[config.mk]
export PLATFORM = sky130hd
export DESIGN_NAME = wb_regfile
export DESIGN_NICKNAME = d
export VERILOG_FILES = /design/src/rtl/mips_pkg.sv /design/src/rtl/wb_select.sv /design/src/rtl/wb_regfile.sv
export SDC_FILE = /design/constraint.sdc
export NUM_CORES = 2
export LEC_CHECK = 0
export ABC_CLOCK_PERIOD_IN_PS = 6200
export CAP_MARGIN = 20
export CELL_PAD_IN_SITES_DETAIL_PLACEMENT = 1
export CELL_PAD_IN_SITES_GLOBAL_PLACEMENT = 1
export CORE_AREA = 2 2 348 385
export DETAILED_ROUTE_END_ITERATION = 10
export DIE_AREA = 0 0 350 387
export PLACE_DENSITY = 0.79
export SYNTH_ARGS = -nofsm -noshare
export SYNTH_HDL_FRONTEND = slang
export SYNTH_SLANG_ARGS = --single-unit
[constraint.sdc]
create_clock -name clk -period 6.2 [get_ports clk]
set_input_delay 1.86 -clock clk [delete_from_list [all_inputs] [get_ports clk]]
set_output_delay 1.86 -clock clk [all_outputs]
set_load 0.05 [all_outputs]
[src/rtl/mips_pkg.sv]
// Shared MIPS pipeline encodings used by the write-back register file.
package mips_pkg;

  // Destination register select codes
  localparam logic [1:0] REGDST_RT = 2'd0;
  localparam logic [1:0] REGDST_RD = 2'd1;
  localparam logic [1:0] REGDST_RA = 2'd2;

  // Write-data select codes
  localparam logic [1:0] WBSEL_ALU  = 2'd0;
  localparam logic [1:0] WBSEL_MEM  = 2'd1;
  localparam logic [1:0] WBSEL_LINK = 2'd2;

  // Architectural register numbers
  localparam logic [4:0] REG_RA   = 5'd31;
  localparam logic [4:0] REG_ZERO = 5'd0;

  // Instruction field bit positions
  localparam int RT_MSB = 20;
  localparam int RT_LSB = 16;
  localparam int RD_MSB = 15;
  localparam int RD_LSB = 11;

endpackage

[src/rtl/wb_select.sv]
// Write-back destination, data and enable resolution (purely combinational).
module wb_select
  import mips_pkg::*;
#(
  parameter int DATA_W      = 32,
  parameter int LINK_OFFSET = 8
) (
  input  logic              wb_reg_write,
  input  logic [1:0]        wb_mem_to_reg,
  input  logic [1:0]        wb_reg_dst,
  input  logic [4:0]        i_rt,
  input  logic [4:0]        i_rd,
  input  logic [DATA_W-1:0] wb_pc,
  input  logic [DATA_W-1:0] wb_alu_result,
  input  logic [DATA_W-1:0] wb_mem_rdata,
  output logic [4:0]        o_waddr,
  output logic [DATA_W-1:0] o_wdata,
  output logic              o_we
);

  // Destination register; the reserved code maps to $0 so nothing is written
  always_comb begin
    o_waddr = REG_ZERO;
    case (wb_reg_dst)
      REGDST_RT: o_waddr = i_rt;
      REGDST_RD: o_waddr = i_rd;
      REGDST_RA: o_waddr = REG_RA;
      default:   o_waddr = REG_ZERO;
    endcase
  end

  // Write data; the link value wraps modulo 2^DATA_W
  always_comb begin
    o_wdata = '0;
    case (wb_mem_to_reg)
      WBSEL_ALU:  o_wdata = wb_alu_result;
      WBSEL_MEM:  o_wdata = wb_mem_rdata;
      WBSEL_LINK: o_wdata = wb_pc + DATA_W'(LINK_OFFSET);
      default:    o_wdata = '0;
    endcase
  end

  assign o_we = wb_reg_write && (o_waddr != REG_ZERO);

endmodule

[src/rtl/wb_regfile.sv]
// Write-back register file: 32 GPRs, WB->ID bypass, forward and commit trace.
module wb_regfile
  import mips_pkg::*;
#(
  parameter int DATA_W      = 32,
  parameter int NREG        = 32,
  parameter int LINK_OFFSET = 8
) (
  input  logic              clk,
  input  logic              reset,
  input  logic              wb_reg_write,
  input  logic [1:0]        wb_mem_to_reg,
  input  logic [1:0]        wb_reg_dst,
  input  logic [31:0]       wb_instr,
  input  logic [DATA_W-1:0] wb_pc,
  input  logic [DATA_W-1:0] wb_alu_result,
  input  logic [DATA_W-1:0] wb_mem_rdata,
  input  logic [4:0]        rs_addr,
  input  logic [4:0]        rt_addr,
  output logic [DATA_W-1:0] rs_data,
  output logic [DATA_W-1:0] rt_data,
  output logic              fwd_valid,
  output logic [4:0]        fwd_addr,
  output logic [DATA_W-1:0] fwd_data,
  output logic              commit_valid,
  output logic [DATA_W-1:0] commit_pc,
  output logic [4:0]        commit_addr,
  output logic [DATA_W-1:0] commit_data,
  output logic [31:0]       commit_count
);

  logic [DATA_W-1:0] r_regs [NREG];
  logic [4:0]        w_waddr;
  logic [DATA_W-1:0] w_wdata;
  logic              w_we;
  logic              w_unused_instr;

  // Only the rt/rd fields matter here; the rest of the word is intentionally ignored
  assign w_unused_instr = ^{wb_instr[31:RT_MSB+1], wb_instr[RD_LSB-1:0]};

  wb_select #(
    .DATA_W      (DATA_W),
    .LINK_OFFSET (LINK_OFFSET)
  ) u_sel (
    .wb_reg_write  (wb_reg_write),
    .wb_mem_to_reg (wb_mem_to_reg),
    .wb_reg_dst    (wb_reg_dst),
    .i_rt          (wb_instr[RT_MSB:RT_LSB]),
    .i_rd          (wb_instr[RD_MSB:RD_LSB]),
    .wb_pc         (wb_pc),
    .wb_alu_result (wb_alu_result),
    .wb_mem_rdata  (wb_mem_rdata),
    .o_waddr       (w_waddr),
    .o_wdata       (w_wdata),
    .o_we          (w_we)
  );

  assign fwd_valid = w_we;
  assign fwd_addr  = w_waddr;
  assign fwd_data  = w_wdata;

  // Register storage; reset wins over a write in the same cycle
  always_ff @(posedge clk) begin
    if (reset) begin
      for (int i = 0; i < NREG; i++) r_regs[i] <= '0;
    end else if (w_we) begin
      r_regs[w_waddr] <= w_wdata;
    end
  end

  // Read port 1: $0 reads zero, then same-cycle bypass, then storage
  always_comb begin
    rs_data = r_regs[rs_addr];
    if (rs_addr == REG_ZERO)                rs_data = '0;
    else if (w_we && (w_waddr == rs_addr))  rs_data = w_wdata;
  end

  // Read port 2: same priority as port 1
  always_comb begin
    rt_data = r_regs[rt_addr];
    if (rt_addr == REG_ZERO)                rt_data = '0;
    else if (w_we && (w_waddr == rt_addr))  rt_data = w_wdata;
  end

  // Commit trace: payload holds when no write retires; count wraps naturally
  always_ff @(posedge clk) begin
    if (reset) begin
      commit_valid <= 1'b0;
      commit_pc    <= '0;
      commit_addr  <= '0;
      commit_data  <= '0;
      commit_count <= '0;
    end else begin
      commit_valid <= w_we;
      if (w_we) begin
        commit_pc    <= wb_pc;
        commit_addr  <= w_waddr;
        commit_data  <= w_wdata;
        commit_count <= commit_count + 32'd1;
      end
    end
  end

endmodule

==> flow_summary.ini <==
[synthesis]
synthArstFlopShare = 0
syn_inst = 4759
yosysSeqAreaShare = 0.558
syn-cell-area_sq_um = 58800
postSynthAreaPerCell_sq_um = 12.4
ys.flop_type = edfxtp_1
yosysUniqueCellTypes = 66
yosysWarnings = 0
synth-edff-count = 1024
synth_seq_cells = 1126

[routing]
drc = 0
via_count = 47600
first_pass_iters = 6
wl_mm = 246
postRouteAntennaNets = 0
drtIter0Drc = 6388
via_per_inst = 6.72
wl_per_cell_microns = 34.6

[placed_design]
placed_cells = 6849
placed_area_sq_um = 68700
dp.final_hpwl_mm = 157
portBuffers = 326
dp_slack_ns = -0.591
place_congestion = 0.901

[global_route]
grt_pass1_wl_mm = 350
grt_pass1_vias = 50600
antenna_found_initial = 6
grt_util_all_layers = 0.356
overflow = 0
grt_max_degree = 76

[min_path]
min_path_type = flop to flop

[floorplan]
die_area_sq_um = 135000
die_y_microns = 387
io_pins = 349
placementRows = 140
core-area_sq_um = 132000
die_w_microns = 350
initial_core_util = 0.447

[sta]
finalCritPeriodShare = 1.01
final.setup.worst_slack_ns = -0.0451
relSlewSlack = 0.333
tightestPinTransition_ns = 1.00
max_freq_mhz = 160
clock_skew_ns = 0.0191
finalCriticalPeriod_ns = 6.25
hold_ws_ns = 0.461
hold_viol = 0
rsz0062_at_grt = true
slew_viol_final = 0
final.setup.tns_ns = -0.269
setup_viol_count_final = 12

[clocking]
clockBufferDepth = 3
clock-sinks = 1126
path_clk_slew_ns = 0.06
numCtsBuffers = 114
htreeDepth = 3
hold_buffers = 0
clock_latency_ns = 0.76
cts.root.buffer_cell = clkbuf_16
cts_tree = built

[layout]
layout-drive-gt1-share = 0.258
fin_cells = 7092
regArea_sq_um = 32800
final_common_cell = nor2_1
fillerInstances = 12800
final_cell_mix = 1120 x nor2_1, 1024 x edfxtp_1, 473 x mux2i_1
multiInputGateArea_sq_um = 25700
final_nets = 5356
final_area_sq_um = 73700
syn2layout_area_growth_pct = 25.3
utilization = 0.560

[worst_setup_path]
path_cells = buf_12, buf_16, buf_6, buf_4, mux4_2, mux2i_2, o211ai_1, nor3_2, a211oi_2, buf_12
end_kind = output pin
cp_common_cell = buf_12
crit_arrival_ns = 4.39
crit_end = rs_data[16]
reg2reg_slack_ns = 3.64
cp.required_ns = 4.34
cp_num_cells = 10
cp_top_family = buffers and inverters
worst_path_max_delay_cell = mux4_2
startpoint_type = input port
r2r_end = commit_count[31]
path_buf_inv = 5
timing.rr.start = commit_count[9]
cp_slowest_stage_delay_ns = 0.54
ff2ff_path_depth = 5
startpoint = rs_addr[0]
critPathKind = input port to output pin
crit_fanout = 16

[power]
power.leakage_nw = 26.8
irDropWorstVdd_v = 0.000234
p_total_mw = 20.3
p_per_area_nw_per_um2 = 276

[outcome]
outcome = finished, violations left
violations = setup timing

[flow_run]
drv_cap = 0
## registers in the layout (all words and copies together) (netlist names)
register      count
commit_count     32
commit_addr       5
r_regs         1024
commit_pc        32
commit_data      32
commit_valid      1
## synth_stat cells (10+ instances only)
master,number,area [sq um]
or3_1,13,81.3
a22oi_1,124,931
nor2_1,1126,4230
inv_1,43,161
a211oi_2,29,363
buf_1,28,105
a211oi_1,77,578
a21oi_1,177,886
nand4_1,41,257
nor3_1,45,225
and4_1,10,87.6
xnor2_1,23,201
nand2_1,267,1000
clkbuf_1,325,1220
dfxtp_1,102,2040
and2_1,13,81.3
buf_4,17,128
mux2_2,49,552
mux2i_1,477,4770
nand3_1,109,546
o211ai_1,23,173
xor2_1,26,228
nand2b_1,45,282
edfxtp_1,1024,30700
mux4_2,335,7540
a221oi_1,10,87.6
o21ai_0,17,85.1
buf_2,102,510
## repair_timing
action / in CTS / in global routing
buffers inserted: 14 / 5
setup endpoints to repair: 70 / 72
resized for setup: 119 / 79
pin swaps: 42 / 43
gates cloned: 3 / 1
hold endpoints to repair: 0 / 0
## per-layer routing
layer | vias to the layer above | track usage | part of all wire | routed length [microns]
met5 | - | 0 | 0.000086 | 21
met4 | 4 | 0.202 | 0.063 | 15400
met3 | 1019 | 0.120 | 0.14 | 33700
met2 | 4012 | 0.571 | 0.47 | 115000
met1 | 24100 | 0.417 | 0.33 | 81200
li1 | 18500 | - | - | -
## logic make-up (layout without fill, tap and decap cells)
logic type | count (synthesis) | in the layout | share of synthesized area
fa+ha+maj | 2 | 2 | 0.000425
other cells | 1 | 38 | 0.0000638
xor+xnor | 49 | 49 | 0.00730
flops | 1126 | 1126 | 0.558
mux | 861 | 861 | 0.219
buf+inv | 518 | 1039 | 0.0364
simple gates | 1706 | 1706 | 0.121
compound gates | 496 | 496 | 0.0583
## report_power, final
group | switching, mW | internal (mW) | total, mW
logic | 2.46 | 1.60 | 4.06
registers | 0.267 | 8.70 | 8.96
clock network | 3.18 | 4.10 | 7.28
total | 5.91 | 14.4 | 20.3
## worst min-delay path by stage
stage                  start            end  slack [ns]  depth (start not counted)
2_1_floorplan   commit_pc[0]   commit_pc[0]        0.67                          2
3_3_place_gp   commit_pc[29]  commit_pc[29]        0.44                          2
3_5_place_dp   commit_pc[29]  commit_pc[29]        0.45                          2
4_1_cts        commit_pc[29]  commit_pc[29]        0.46                          2
5_1_grt        commit_pc[29]  commit_pc[29]        0.48                          2
6_report       commit_pc[19]  commit_pc[19]        0.46                          2
## final cells by class
type / count / share of cell area
antenna: 6 / 0.000204
tap: 1775 / 0.0301
multi-input combinational: 3146 / 0.348
sequential: 1126 / 0.445
timing repair buffer: 776 / 0.122
inverter: 45 / 0.00234
clock buffer: 141 / 0.0418
clock inverter: 77 / 0.0104
## worst register-to-register path: stages, from the launching register on
cell and delay (ns):
dfxtp_1 0.50, nand4_2 0.20, or4_1 0.70, or3b_1 0.57
or3_1 0.40, a21oi_1 0.14
No activity file was read; power rests on OpenSTA's default activity.
